`config.mk`:
```
export PLATFORM = sky130hd
export DESIGN_NAME = apb_master
export DESIGN_NICKNAME = d
export VERILOG_FILES = /design/src/rtl/apb_master.sv
export SDC_FILE = /design/constraint.sdc
export NUM_CORES = 1
export LEC_CHECK = 0
export BUFFER_PORTS_ARGS = -buffer_cell sky130_fd_sc_hd__buf_4
export CELL_PAD_IN_SITES_DETAIL_PLACEMENT = 1
export CELL_PAD_IN_SITES_GLOBAL_PLACEMENT = 1
export CORE_ASPECT_RATIO = 0.75
export CORE_MARGIN = 1.5
export CORE_UTILIZATION = 29
export DETAILED_ROUTE_END_ITERATION = 6
export GPL_ROUTABILITY_DRIVEN = 0
export PLACE_DENSITY = 0.86
export SLEW_MARGIN = 20
export SYNTH_ARGS = -nofsm -noshare
export SYNTH_HDL_FRONTEND = slang
export SYNTH_SLANG_ARGS = --single-unit
```
`constraint.sdc`:
```
create_clock -name clk -period 1.3 [get_ports clk]
set_input_delay 0.26 -clock clk [delete_from_list [all_inputs] [get_ports clk]]
set_output_delay 0.26 -clock clk [all_outputs]
set_load 0.02 [all_outputs]
```
`src/rtl/apb_master.sv`:
```
// APB initiator: one command in, one SETUP/ACCESS transfer, one response out.
// A bounded ACCESS wait counter aborts transfers to a stalled slave.
module apb_master #(
  parameter int ADDR_W  = 10,
  parameter int DATA_W  = 32,
  parameter int TIMEOUT = 15
) (
  input  logic              clk,
  input  logic              reset,
  input  logic              cmd_valid_i,
  output logic              cmd_ready_o,
  input  logic              cmd_write_i,
  input  logic [ADDR_W-1:0] cmd_addr_i,
  input  logic [DATA_W-1:0] cmd_wdata_i,
  output logic              rsp_valid_o,
  input  logic              rsp_ready_i,
  output logic [DATA_W-1:0] rsp_rdata_o,
  output logic              rsp_err_o,
  output logic              psel_o,
  output logic              penable_o,
  output logic [ADDR_W-1:0] paddr_o,
  output logic              pwrite_o,
  output logic [DATA_W-1:0] pwdata_o,
  input  logic [DATA_W-1:0] prdata_i,
  input  logic              pready_i
);

  localparam int CNT_W =
    (TIMEOUT > 0) ? $clog2(TIMEOUT + 1) : 1;

  typedef enum logic [1:0] {
    IDLE,
    SETUP,
    ACCESS,
    RESP
  } state_t;

  state_t     state;
  logic [CNT_W-1:0] wait_cnt;
  logic       cnt_max;
  logic       tmo_hit;

  assign cnt_max = (wait_cnt == {CNT_W{1'b1}});
  assign tmo_hit = (TIMEOUT != 0) &&
                   (wait_cnt == CNT_W'(TIMEOUT));

  always_ff @(posedge clk) begin
    if (reset) begin
      state       <= IDLE;
      wait_cnt    <= '0;
      cmd_ready_o <= 1'b1;
      rsp_valid_o <= 1'b0;
      rsp_rdata_o <= '0;
      rsp_err_o   <= 1'b0;
      psel_o      <= 1'b0;
      penable_o   <= 1'b0;
      paddr_o     <= '0;
      pwrite_o    <= 1'b0;
      pwdata_o    <= '0;
    end else begin
      unique case (state)
        IDLE: begin
          if (cmd_valid_i) begin
            pwrite_o    <= cmd_write_i;
            paddr_o     <= cmd_addr_i;
            pwdata_o    <= cmd_wdata_i;
            psel_o      <= 1'b1;
            cmd_ready_o <= 1'b0;
            state       <= SETUP;
          end
        end
        SETUP: begin
          penable_o <= 1'b1;
          wait_cnt  <= '0;
          state     <= ACCESS;
        end
        ACCESS: begin
          // pready takes priority over an expiring timeout
          if (pready_i) begin
            rsp_rdata_o <= pwrite_o ? '0 : prdata_i;
            rsp_err_o   <= 1'b0;
            rsp_valid_o <= 1'b1;
            psel_o      <= 1'b0;
            penable_o   <= 1'b0;
            state       <= RESP;
          end else if (tmo_hit) begin
            rsp_rdata_o <= '0;
            rsp_err_o   <= 1'b1;
            rsp_valid_o <= 1'b1;
            psel_o      <= 1'b0;
            penable_o   <= 1'b0;
            state       <= RESP;
          end else if (!cnt_max) begin
            wait_cnt <= wait_cnt + 1'b1;
          end
        end
        RESP: begin
          if (rsp_ready_i) begin
            rsp_valid_o <= 1'b0;
            cmd_ready_o <= 1'b1;
            state       <= IDLE;
          end
        end
        default: state <= IDLE;
      endcase
    end
  end

endmodule
```
==> out/results.tsv, run 1 <==
metric	value	unit
violations	setup timing	
postRouteAntennaNets	0	
worst_setup_path_end_kind	register	
avgSynthCellArea	9.479	um^2
wl_per_cell	17.63	um
maxSlewHeadroom	74.23	%
worstSetupStartpointType	register	
drc	0	
rsz0062_at_grt	yes	
fillers	1147	
root_buffer	clkbuf_16	
place_area	0.004578	mm^2
grt_pass1_wl	16.79	mm
leakage	0.002434	uW
syn_nets	413	
worstSetupPathType	reg -> reg	
placementRows	32	
cpMaxStageDelayCell	dfxtp_2	
drv_cap	0	
synth.area.top_cells	dfxtp_1 (55%), nand2_1 (11%), a22o_1 (9.0%)	
hp-class	in -> reg	
post-dp-hpwl	7.073	mm
grt_pass1_vias	3267	
h-tree-depth	3	
layout.nets	605	
numCtsBuffers	9	
track_usage	19.36	%
die_h	92.67	um
tightest_slew	386.6	ps
syn_area	0.003109	mm^2
stdcell_area	0.005515	mm^2
synth-edff-count	0	
drv_slew	0	
total_power	9659	uW
start_util	29.98	%
cts_num_sinks	86	
crit_top_cell	buf_6	
crit_path_cell_trace	inv_2 > buf_6 > ha_4 > and2_4 > buf_6 > o21bai_1 > a21oi_1	
worst-path-buf-inv	3	
worstHoldStart	prdata_i[2]	
cp_data_arrival_time	1650	ps
cts_tree	yes	
cts_buffer_depth	2	
timing.final.crit_share	110.3	%
ctsHoldBuffers	0	
timing.final.ws_setup	-134.3	ps
period_needed	1434	ps
yosys.area.top_type	dfxtp_1	
cp_slowest_stage_delay	330	ps
drive_gt1_share	53.71	%
fin_skew	3.837	ps
syn2layout_area_growth	77.38	%
die_w	122.6	um
syn_inst	328	
fmax	0.6972	GHz
port_buffers	159	
wl	11.65	mm
path_clk_slew	60	ps
grt_overflow	0	
worstPathRequired	1510	ps
seq_area	0.001729	mm^2
synth.top_cell.area_share	55.37	%
synth_cell_types	35	
ys_ff_latch	86	
grt_max_degree	27	
multi_input_area	0.001534	mm^2
num_vias	3197	
die-area	0.01136	mm^2
vdd_ir_drop_max	0.0007802	V
critPathMaxFanout	5	
drtIter0Drc	85	
synthFlopType	dfxtp_1	
status	finished with violations	
core-area	0.01037	mm^2
crit_family	flip-flops	
drtPass1Iterations	5	
async_flop_share	0	%
clkLatencyLatePin	340	ps
hold_viol	0	
vias_per_cell	4.837	
io_pins	160	
crit_path_start	state[0]	
fin_cells	661	
r2r-start	state[0]	
yosysSeqAreaShare	55.37	%
place_inst	624	
yosys_warnings	0	
n_antenna_cell	0	
antenna_found_initial	0	
powerDensity	1751	mW/mm^2
setup_viol	55	
## cells in the final DEF (no fill, tap or decap), drive strengths merged, types with 2 or more instances in the layout
cell / Yosys / routed
nand2b: 6 / 6
o32ai: 2 / 2
clkbuf: 5 / 16
nand2: 91 / 91
inv: 7 / 7
a31oi: 3 / 3
dfxtp: 86 / 86
a211oi: 3 / 3
buf: 17 / 199
ha: 5 / 5
a22o: 32 / 32
o21bai: 2 / 2
a21oi: 50 / 51
bufinv: 0 / 2
o21ai: 3 / 3
## through the flow
step | TNS (ps) | util [%] | hold WS (ps) | setup slack [ps]
final | -1413 | 53.19 | 142.5 | -134.3
after global routing | -5908 | 53.19 | 134.6 | -175.9
after CTS | -2703 | 50.62 | 131.9 | -99.95
after detailed placement | -18920 | 44.15 | 451.2 | -471.6
after global placement | -11950 | 44.15 | 442.3 | -362.1
after floorplan | -1098 | - | 357.8 | -35.50
## cell families after synthesis
group / synth area share [%]
AO/OA/AOI/OAI: 23.70
AND/OR/NAND/NOR: 13.80
flip-flops: 55.37
buffers and inverters: 4.789
adder cells (fa/ha/maj): 2.012
multiplexers: 0.3219
## state kept, by name, summed over array words and instances, names as in the netlist, 2 cells and up
register and count:
rsp_rdata_o 32, state 2, paddr_o 10, wait_cnt 4, pwdata_o 32
## Yosys cell counts (2+ instances only)
cell and n:
a211oi_1 3, a21oi_1 49, a22o_1 32, a31oi_1 3, buf_2 14, buf_6 3
clkbuf_1 5, dfxtp_1 86, ha_1 5, inv_1 7, nand2_1 90, nand2b_1 6
o21ai_0 2, o21bai_1 2
## layer usage
layer	global-route usage, %	share of wire [%]	routed length (um)	vias to the layer above
li1	-	-	-	1523
met1	23.98	45	5205	1563
met2	33.15	49	5713	97
met3	4.865	4.6	541	14
met4	5.620	1.6	190	0
met5	0	0	0	-
## cell type report
cell class	count	area share, %
Clock inverter	3	1.225
Inverter	7	0.5218
Clock buffer	13	4.537
Tap cell	136	3.085
Sequential cell	86	31.35
Multi-Input combinational cell	214	27.81
Timing Repair Buffer	202	31.47
## final timing paths
kind / end / slack, ps / depth (start not counted)
max: psel_o / -130 / 7
min: rsp_rdata_o[2] / 140 / 2
max reg2reg: psel_o / -130 / 7
min reg2reg: paddr_o[3] / 460 / 2
## report_power, final
group	total [uW]	internal (uW)	leakage [uW]	switching [uW]
Clock	2740	1740	0.000150	1000
Sequential	3230	3000	0.000703	231
Combinational	3680	1730	0.00158	1950
## what timing repair did
item	4_1_cts	5_1_grt
cloned	6	3
gates resized for setup	27	55
setup endpoints to repair	82	83
setup buffers	10	10
pin swaps	39	19
Note: power is estimated with default switching activity, not from simulation.
==> inputs of run 2 (changes only) <==
--- a/config.mk
+++ b/config.mk
@@ -8,8 +8,8 @@
 export BUFFER_PORTS_ARGS = -buffer_cell sky130_fd_sc_hd__buf_4
 export CELL_PAD_IN_SITES_DETAIL_PLACEMENT = 1
 export CELL_PAD_IN_SITES_GLOBAL_PLACEMENT = 1
-export CORE_ASPECT_RATIO = 0.75
-export CORE_MARGIN = 1.5
+export CORE_ASPECT_RATIO = 0.8
+export CORE_MARGIN = 4
 export CORE_UTILIZATION = 29
 export DETAILED_ROUTE_END_ITERATION = 6
 export GPL_ROUTABILITY_DRIVEN = 0
==> run 2 against run 1 <==
Compared with the run above:
- the run still ends with setup timing left
- first-iteration DRC count up 55%
- clock skew up 2.3 ps
- clock-buffer cell count down 3
- fmax down 4.2%
- routed wire length up 29%
- design area up 14%
- critical path depth down 1
- sequential share of layout area down 3.8 points
- die area up 9.6%
- critical endpoint is now wait_cnt[2]
- highest routed layer unchanged
==> out/results.tsv, run 2 (synthesis results as in run 1) <==
metric	value	unit
fmax	0.6680	GHz
grt_max_degree	39	
numCtsBuffers	9	
cts_tree	yes	
reg2reg_depth	6	
postRouteAntennaNets	0	
wl	14.99	mm
start_util	30.00	%
timing.final.ws_setup	-197.0	ps
top_regs	pwdata_o x32, rsp_rdata_o x32, paddr_o x10	
die-area	0.01245	mm^2
drtIter0Drc	132	
place_area	0.004583	mm^2
antenna_found_initial	0	
status	finished with violations	
leakage	0.002849	uW
io_pins	160	
worstSetupStartpointType	register	
fin_skew	6.116	ps
num_vias	3414	
grt_pass1_vias	3522	
track_usage	18.97	%
worstSetupPathType	reg -> reg	
hold_viol	0	
vdd_ir_drop_max	0.0007560	V
clkLatencyLatePin	340	ps
stdcell_area	0.006270	mm^2
rsz0062_at_grt	yes	
cts_num_sinks	86	
setup_viol	84	
cp_data_arrival_time	1710	ps
fin_util	60.50	%
grt_pass1_wl	18.20	mm
layout.nets	623	
post-dp-hpwl	7.732	mm
cts_buffer_depth	2	
port_buffers	159	
maxSlewHeadroom	57.29	%
path_clk_slew	70	ps
layout_commonest_cell	buf_4	
wl_per_cell	21.95	um
powerDensity	1782	mW/mm^2
drv_slew	0	
drc	0	
drv_cap	0	
violations	setup timing	
final_cell_mix	buf_4 (181), dfxtp_1 (81), nand2_4 (46)	
n_antenna_cell	0	
placementRows	33	
grt_overflow	0	
tightest_slew	640.7	ps
hp-class	in -> reg	
critPathMaxFanout	6	
die_h	100.6	um
vias_per_cell	4.999	
root_buffer	clkbuf_16	
die_w	123.8	um
worstPathRequired	1520	ps
core-area	0.01036	mm^2
worst_setup_path_end_kind	register	
drive_gt1_share	70.17	%
fin_setup_tns	-4436	ps
worstHoldPathCells	2	
syn2layout_area_growth	101.6	%
drtPass1Iterations	4	
period_needed	1497	ps
timing.final.crit_share	115.2	%
h-tree-depth	3	
fillers	1093	
total_power	11170	uW
==> run 2: power by group <==
group	internal (uW)	leakage [uW]	total [uW]	switching [uW]
Clock	1730	0.000154	2810	1080
Combinational	2450	0.00199	5040	2590
Sequential	3010	0.000703	3320	311
==> run 2: layout make-up <==
| type | instances | area, um^2 | share of cell area [%] |
|---|---|---|---|
| clock buffers | 10 | 239.0 | 3.812 |
| flip-flops and latches | 86 | 1730 | 27.60 |
| inverters | 7 | 28.78 | 0.4590 |
| repair buffers | 218 | 2012 | 32.09 |
| multi-input cells | 216 | 1999 | 31.89 |
| well taps | 140 | 175.2 | 2.794 |
| clock inverters | 6 | 85.08 | 1.357 |
==> run 2: layer usage <==
metal / routed length, um / vias up / global-route usage (%)
met5: 0 / - / 0
met4: 459 / 0 / 9.021
met3: 850 / 33 / 4.602
met2: 7724 / 128 / 33.15
met1: 5960 / 1689 / 21.63
li1: - / 1564 / -
==> run 2: worst paths after layout <==
check	to	slack, ps	start
worst max-delay path	wait_cnt[2]	-200	state[0]
worst min-delay path	rsp_rdata_o[14]	140	prdata_i[14]
worst max register to register	wait_cnt[2]	-200	state[0]
worst min register to register	paddr_o[2]	460	paddr_o[2]
==> run 2: worst max-delay path: stages (launching register included) <==
cell	delay, ps
dfxtp_2	340
inv_2	60
buf_6	120
ha_4	280
buf_4	160
a31oi_1	100
a211oi_1	320
==> run 2: through the flow <==
stage	std cells	hold WS [ps]	setup slack [ps]
floorplan	328	357.8	-35.50
global placement	628	443.2	-375.1
detailed placement	628	447.2	-441.3
CTS	663	130.0	-80.69
global route	683	137.0	-230.0
finish	683	139.8	-197.0
==> run 2: timing repair <==
item,in CTS,in global routing
setup buffers,14,7
pin swaps,16,116
gates cloned,5,15
hold buffers,0,0
endpoints found under the setup margin,82,85
endpoints found under the hold margin,0,0
resized for setup,46,173
